[src/rtl/adc_ram_readout.sv]
// Streams a block of words out of the ADC sample RAM as a valid/ready stream.
// A credit-gated first-word-fall-through FIFO absorbs the fixed RAM read latency.
module adc_ram_readout #(
  parameter int ADDR_W     = 12,
  parameter int DATA_W     = 32,
  parameter int RD_LATENCY = 2,
  parameter int FIFO_DEPTH = 4
) (
  input  logic              clk,
  input  logic              reset_n,
  input  logic              rd_start,
  input  logic [ADDR_W-1:0] rd_base_addr,
  input  logic [ADDR_W:0]   rd_length,
  output logic [ADDR_W-1:0] ram_addr,
  output logic              ram_re,
  input  logic [DATA_W-1:0] ram_rd_data,
  output logic [DATA_W-1:0] out_data,
  output logic              out_valid,
  input  logic              out_ready,
  output logic              out_last,
  output logic              busy,
  output logic              done
);

  localparam int PW = $clog2(FIFO_DEPTH);
  localparam int CW = $clog2(FIFO_DEPTH) + 2;

  typedef enum logic [1:0] {IDLE, ISSUE, DRAIN} state_t;

  state_t              state;
  logic [ADDR_W-1:0]   next_addr;
  logic [ADDR_W:0]     remaining;
  logic                ram_last;
  logic [RD_LATENCY-1:0] pipe_vld;
  logic [RD_LATENCY-1:0] pipe_last;

  logic [DATA_W:0]     fifo_mem [FIFO_DEPTH];
  logic [PW-1:0]       wr_ptr;
  logic [PW-1:0]       rd_ptr;
  logic [CW-1:0]       fifo_count;

  logic                push;
  logic                pop;
  logic [DATA_W:0]     head;
  logic [CW-1:0]       inflight;
  logic [CW-1:0]       occupancy;
  logic                can_issue;

  // Credits count every word already committed: queued, in the RAM pipe, or issued
  // this cycle. A word popped this cycle frees its slot, which sustains 1 word/cycle.
  always_comb begin
    // NOTE: every variable gets a default first so no path leaves it unassigned (no latch).
    inflight = '0;
    for (int i = 0; i < RD_LATENCY; i++) begin
      inflight = inflight + CW'(pipe_vld[i]);
    end
    push      = pipe_vld[RD_LATENCY-1];
    head      = fifo_mem[rd_ptr];
    out_valid = (fifo_count != '0);
    pop       = out_valid && out_ready;
    out_data  = out_valid ? head[DATA_W-1:0] : '0;
    out_last  = out_valid && head[DATA_W];
    occupancy = fifo_count + inflight + CW'(ram_re) - CW'(pop);
    can_issue = (remaining != '0) && (occupancy < CW'(FIFO_DEPTH));
  end

  // Read pipeline: marks which cycles of ram_rd_data carry a requested word.
  always_ff @(posedge clk or negedge reset_n) begin
    if (!reset_n) begin
      pipe_vld  <= '0;
      pipe_last <= '0;
    end else begin
      // NOTE: sequential state uses non-blocking assignments so all flops update together.
      for (int i = RD_LATENCY - 1; i > 0; i--) begin
        pipe_vld[i]  <= pipe_vld[i-1];
        pipe_last[i] <= pipe_last[i-1];
      end
      pipe_vld[0]  <= ram_re;
      pipe_last[0] <= ram_last;
    end
  end

  // NOTE: FIFO storage is not reset; the count and pointers alone define what is valid.
  always_ff @(posedge clk) begin
    if (push) fifo_mem[wr_ptr] <= {pipe_last[RD_LATENCY-1], ram_rd_data};
  end

  always_ff @(posedge clk or negedge reset_n) begin
    if (!reset_n) begin
      wr_ptr     <= '0;
      rd_ptr     <= '0;
      fifo_count <= '0;
    end else begin
      if (push) wr_ptr <= wr_ptr + PW'(1);
      if (pop)  rd_ptr <= rd_ptr + PW'(1);
      case ({push, pop})
        2'b10:   fifo_count <= fifo_count + CW'(1);
        2'b01:   fifo_count <= fifo_count - CW'(1);
        default: fifo_count <= fifo_count;
      endcase
    end
  end

  always @(posedge clk) begin
    if (reset_n) assert (!(push && !pop && fifo_count == CW'(FIFO_DEPTH)));
  end

  // Control FSM. The first read issues on the same edge that accepts rd_start,
  // so the first word is visible RD_LATENCY+1 cycles after that edge.
  always_ff @(posedge clk or negedge reset_n) begin
    if (!reset_n) begin
      state     <= IDLE;
      ram_addr  <= '0;
      ram_re    <= 1'b0;
      ram_last  <= 1'b0;
      next_addr <= '0;
      remaining <= '0;
      busy      <= 1'b0;
      done      <= 1'b0;
    end else begin
      ram_re   <= 1'b0;
      ram_last <= 1'b0;
      unique case (state)
        IDLE: begin
          if (rd_start) begin
            if (rd_length != '0) begin
              ram_re    <= 1'b1;
              ram_addr  <= rd_base_addr;
              ram_last  <= (rd_length == (ADDR_W+1)'(1));
              next_addr <= rd_base_addr + ADDR_W'(1);
              remaining <= rd_length - (ADDR_W+1)'(1);
              busy      <= 1'b1;
              done      <= 1'b0;
              state     <= (rd_length == (ADDR_W+1)'(1)) ? DRAIN : ISSUE;
            end else begin
              done <= 1'b1;
            end
          end
        end
        ISSUE: begin
          if (can_issue) begin
            ram_re    <= 1'b1;
            ram_addr  <= next_addr;
            ram_last  <= (remaining == (ADDR_W+1)'(1));
            next_addr <= next_addr + ADDR_W'(1);
            remaining <= remaining - (ADDR_W+1)'(1);
            if (remaining == (ADDR_W+1)'(1)) state <= DRAIN;
          end
        end
        DRAIN: begin
          if (pop && out_last) begin
            busy  <= 1'b0;
            done  <= 1'b1;
            state <= IDLE;
          end
        end
        default: state <= IDLE;
      endcase
    end
  end

endmodule

[config.mk]
export PLATFORM = sky130hd
export DESIGN_NAME = adc_ram_readout
export DESIGN_NICKNAME = d
export VERILOG_FILES = /design/src/rtl/adc_ram_readout.sv
export SDC_FILE = /design/constraint.sdc
export NUM_CORES = 1
export LEC_CHECK = 0
export BUFFER_PORTS_ARGS = -buffer_cell sky130_fd_sc_hd__buf_2
export CAP_MARGIN = 20
export CORE_UTILIZATION = 52
export DETAILED_ROUTE_END_ITERATION = 8
export MAX_ROUTING_LAYER = met4
export PLACE_DENSITY_LB_ADDON = 0.1
export SLEW_MARGIN = 20
export SYNTH_ARGS = -nofsm -noshare
export SYNTH_HDL_FRONTEND = slang
export SYNTH_SLANG_ARGS = --single-unit
[constraint.sdc]
create_clock -name clk -period 3.38 [get_ports clk]
set_input_delay 0 -clock clk [delete_from_list [all_inputs] [get_ports clk]]
set_output_delay 0 -clock clk [all_outputs]
set_load 0.01 [all_outputs]
# Yosys cells after proc, flatten, opt, wreduce, memory -nomap -nowiden
# Memory sizes are Yosys's and may differ from the RTL's.
# Index checks and enable logic that the tools add are counted.
# op_classes
n_lt_le_gt_ge	1
n_addsub	12
eq_ne	11
reduce_logical	15
muxes	39
# op_table
operator	n
$mux W12	6
$pmux W12 S2	2
$mux W13	3
$mux W32	1
$eq A13 B1 Y1 const B	2
$pmux W13 S2	1
$reduce_bool A13 Y1	2
$sub A13 B1 Y13 const B	2
$add A12 B1 Y12 const B	2
$mux W1	14
$mux W2	6
$ne A2 B2 Y1 const B	5
$pmux W1 S2	4
$pmux W4 S2	1
$reduce_and A4 Y1	2
$pmux W2 S3	1
$reduce_bool A2 Y1	3
$reduce_and A5 Y1	1
$add A2 B1 Y2 const B	2
$add A4 B1 Y4	1
$add A4 B1 Y4 const B	1
$add A4 B2 Y4	1
$eq A2 B1 Y1 const B	2
$eq A2 B2 Y1 const B	2
other kinds (8)	11
# totals
inputBits	61
word_cells	92
reg_bits	55
mem_bits_rw	132
mem_count	1
output_inout_bits	49
# mem_list
memory	words	word_bits	read_ports	rd_ports_with_merged_regs	write_ports	line	text
fifo_mem	4	33	1	0	1	37	logic [DATA_W:0] fifo_mem [FIFO_DEPTH];

# Logic depth before layout (Yosys ltp)
# logic_depth
word_depth	8
depth_mapped	16
depth_no_buf	15

# Worst setup path before layout
# OpenSTA, ideal clock, no wires.
# synth_timing
path_kind	register -> register
startpoint	reg fifo_count[2]
endpoint	reg next_addr[3]
arrival_time_ps	3036
slack_ps	222
stages_incl_launch_ff	15
n_path_buf	0
path_cell_list	dfrtp_1 inv_1 ha_1 nor3b_2 nor2b_1 nand2b_1 nand2_1 fa_1 ha_1 a31oi_1 xor2_1 nand4_1 nor2_1 a22oi_1 o221a_2
# synth_via
elab_chain_cells	7
elab_cells_between_ends	9
classes_between	add/sub (3); order compare (1); eq/ne (1); reduce/logical (4)
# synth_lines
element	line	text
start: declaration	40	logic [CW-1:0] fifo_count;
start signal: assignment	97	2'b10: fifo_count <= fifo_count + CW'(1);
start signal: assignment	98	2'b01: fifo_count <= fifo_count - CW'(1);
start signal: assignment	99	default: fifo_count <= fifo_count;
$add A4 B2 Y4 / $reduce_bool A4 Y1 (equally long branches)	63, 59	
$add A4 B1 Y4 / $logic_and A1 B1 Y1 (equally long branches)	63, 60	
$sub A4 B1 Y4 (*)	63	occupancy = fifo_count + inflight + CW'(ram_re) - CW'(pop);
$lt A4 B3 Y1 (*)	64	can_issue = (remaining != '0) && (occupancy < CW'(FIFO_DEPTH));
$logic_and A1 B1 Y1 (*)	64	
$ne A2 B2 Y1 (no source line) (*)	--	
$reduce_and A4 Y1 (no source line) (*)	--	
end signal: assignment	130	next_addr <= rd_base_addr + ADDR_W'(1);
end signal: assignment	145	next_addr <= next_addr + ADDR_W'(1);
end: declaration	31	logic [ADDR_W-1:0] next_addr;
# Every way passes the cells marked *; elsewhere a longest branch is shown, timed or not.
# A chain may end at the register's enable or synchronous reset.

# Worst setup path in the final report
# layout_timing
startpoint	reg fifo_count[2]
endpoint	reg remaining[11]
# layout_via
elab_chain_cells	7
elab_cells_between_ends	9
classes_between	add/sub (3); order compare (1); eq/ne (1); reduce/logical (4)
# layout_lines
element	line	text
$add A4 B2 Y4 / $reduce_bool A4 Y1 (equally long branches)	63, 59	
$add A4 B1 Y4 / $logic_and A1 B1 Y1 (equally long branches)	63, 60	
$sub A4 B1 Y4 (*)	63	
$lt A4 B3 Y1 (*)	64	
$logic_and A1 B1 Y1 (*)	64	
$ne A2 B2 Y1 (no source line) (*)	--	
$reduce_and A4 Y1 (no source line) (*)	--	
end signal: assignment	131	remaining <= rd_length - (ADDR_W+1)'(1);
end signal: assignment	146	remaining <= remaining - (ADDR_W+1)'(1);
end: declaration	32	logic [ADDR_W:0] remaining;
# Marks and branches as above.

==> run metrics <==
DP Area=9390 um2; number of remaining DRC errors=0; Avg Cell Area, Syn=13.6 um2; detailed placer's ending HPWL=11.7 mm; Placement Setup Slack=97.3 ps; Crit Path Max Fanout=20; YS warnings=0; IO Count=110; WL per Instance=17.7 um; Mapped Nets=711; status=completed; Unique masters post-synth=66; Setup violations, final=0; Reg clk slew, reported paths=60 ps; setup tns final=0 ps; Crit Path Class=flip-flop to flip-flop; data required time of the worst path=3680 ps; gr ovfl total=0; DRT Pass-1 Iters=5; final worst setup slack=191 ps; Seq. cell area=5340 um2; Critical Path Source=fifo_count[2]; Core Area=16000 um2; number of global-route vias before repair=5654; FF-to-FF End=remaining[11]; ys async rst share=29.4%; fillers=1248; Area Overhead vs Synth=22.4%; Slew @ Worst Pin=945 ps; CTS tree=built; initial antenna violation count=0; period utilisation layout=94.4%; via count=5751; Clock Tree Buf Depth=2; Mapped Area=8600 um2; Worst Clk Skew=12.8 ps; main flop type after synthesis=edfxtp_1; unrepaired setup endpoints after global routing=no; Starting Density=53.8%; Die Y-Extent=131 um; pwr/cell area=946 nW/um2; number of synthesized flops with an enable pin=132; post-route antenna net violation count=0; antenna cells=0; 1st-iter DRT viols=430; Design Area, Final=10500 um2; worst-skew pair later-pin latency=430 ps; Tmin final=3190 ps; GPL Wtd Cong=0.858; post-synthesis sequential area ratio=62.1%; Critical R2R Launch=fifo_count[2]; internal reg-to-reg setup slack=190 ps; share of layout cells above drive strength 1=26.5%; Horiz. Die Dim=131 um; largest net degree at the start of global routing=40; Slew Limit Fails=0; CP endpoint kind=flip-flop; Synth Instances=632; port buffer count=109; GRT Total Usage=23.2%; Hold Slack=13.2 ps; cell leakage power=4.02 nW; Via density=5.60; type of origin of the critical path=flip-flop; area taken by multi-input logic gates=3060 um2; CP endpoint=remaining[11]; VDD IR-drop max=499 uV; Worst slew margin=37.0%; first-pass GRT wire length=28.7 mm; maxcap violations=0; final core occ=65.8%; depth of the CTS H-tree=4; Rows=46; final net count=877; fmax=0.314 GHz; FF+latch count, synth=187; R2R cell count=14; Root Buffer=clkbuf_16; Worst EP arrival=3490 ps; CTS Buf Count=17; Final Hold Fails=0; total wire length=18.1 mm; clock sinks=187; die area=17100 um2; Worst Min Path Start=rd_length[8]; worst hold path type=input port to flip-flop
-- where the power goes --
| group | switching [mW] | internal, mW | total [mW] | leakage (nW) |
|---|---|---|---|---|
| clock network | 0.865 | 1.18 | 2.04 | 0.296 |
| registers | 0.454 | 3.10 | 3.56 | 1.85 |
| logic | 2.30 | 2.06 | 4.36 | 1.87 |
| total | 3.62 | 6.34 | 9.96 | 4.02 |
-- cells in the final DEF (no fill, tap or decap), types with 19 or more instances in the layout --
cell type	n
edfxtp_1	132
buf_2	109
nand2_1	59
dfrtp_1	53
dlygate4sd3_1	48
nor2_1	39
nor2b_1	34
mux4_2	33
o21ai_0	30
a21oi_1	25
buf_4	19
-- worst max-delay path, stage by stage, from the launching register on --
cell and delay (ps):
dfrtp_1 380, inv_1 100, ha_1 150, nor3b_4 200, nor2b_1 80, nand2b_1 90, nand2_1 70, fa_1 360
ha_1 300, a31oi_1 170, xor2_1 210, and4_4 280, a21oi_4 70, buf_4 230, a221o_1 370
-- how the worst min path moves through the flow --
stage	end	slack [ps]	depth (start not counted)
2_1_floorplan	busy	-300	0
3_3_place_gp	ram_addr[3]	120	1
3_5_place_dp	ram_addr[4]	130	1
4_1_cts	remaining[8]	4	4
5_1_grt	remaining[8]	40	4
6_report	remaining[8]	10	4
-- routing by layer --
metal / part of all wire, % / track usage (%) / vias up
met4: 1.4 / 7.51 / 0
met3: 3.6 / 3.58 / 19
met2: 52 / 39.3 / 142
met5: 0 / - / -
li1: - / - / 2712
met1: 43 / 28.7 / 2878
-- area by class of cell --
type | instances | area share, %
clock buffer | 17 | 4.04
tap | 216 | 2.57
inverter | 17 | 0.654
sequential | 187 | 50.7
timing repair buffer | 177 | 11.2
clock inverter | 15 | 1.74
multi-input combinational | 398 | 29.1
-- metrics by stage --
stage / cells / total power, mW
after floorplan: 632 / 6.47
after global placement: 942 / 7.59
after detailed placement: 942 / 7.73
after CTS: 1022 / 9.82
after global routing: 1027 / 10.6
final: 1027 / 9.96
-- state kept, by name (all words and copies together), names as in the netlist, 2 cells and up --
name	cells
remaining	13
next_addr	12
pipe_last	2
fifo_mem	132
ram_addr	12
rd_ptr	2
state	2
fifo_count	4
wr_ptr	2
pipe_vld	2
-- cell families (layout without fill, tap and decap cells) --
kind of cell,count (synthesis),in the layout,share of synthesized area (%)
simple gates,209,209,12.9
flops,187,187,62.1
compound gates,113,113,8.39
buf+inv,47,226,2.53
mux,38,38,9.31
xor+xnor,20,20,2.04
fa+ha+maj,18,18,2.79
-- Yosys cell counts (7+ instances only) --
cell | number | area (um2)
edfxtp_1 | 132 | 3960
xor2_1 | 11 | 96.3
a31oi_1 | 12 | 75.1
xnor2_1 | 9 | 78.8
nor3b_1 | 7 | 52.6
inv_1 | 16 | 60.1
nand2b_1 | 7 | 43.8
nor2_1 | 39 | 146
nor2b_1 | 35 | 219
nand3_1 | 15 | 75.1
nand2_1 | 59 | 221
a21oi_1 | 25 | 125
dfrtp_1 | 55 | 1380
buf_2 | 9 | 45.0
clkbuf_1 | 12 | 45.0
nor3_1 | 11 | 55.1
mux4_2 | 33 | 743
o21ai_0 | 30 | 150
ha_1 | 16 | 200
-- repair_timing --
| item | 4_1_cts | 5_1_grt |
|---|---|---|
| resized for setup | 0 | 4 |
| setup buffers | 0 | 5 |
| endpoints found under the hold margin | 183 | 0 |
| setup endpoints to repair | 0 | 19 |
| hold buffers | 48 | 0 |
(Power assumes the default switching activity.)
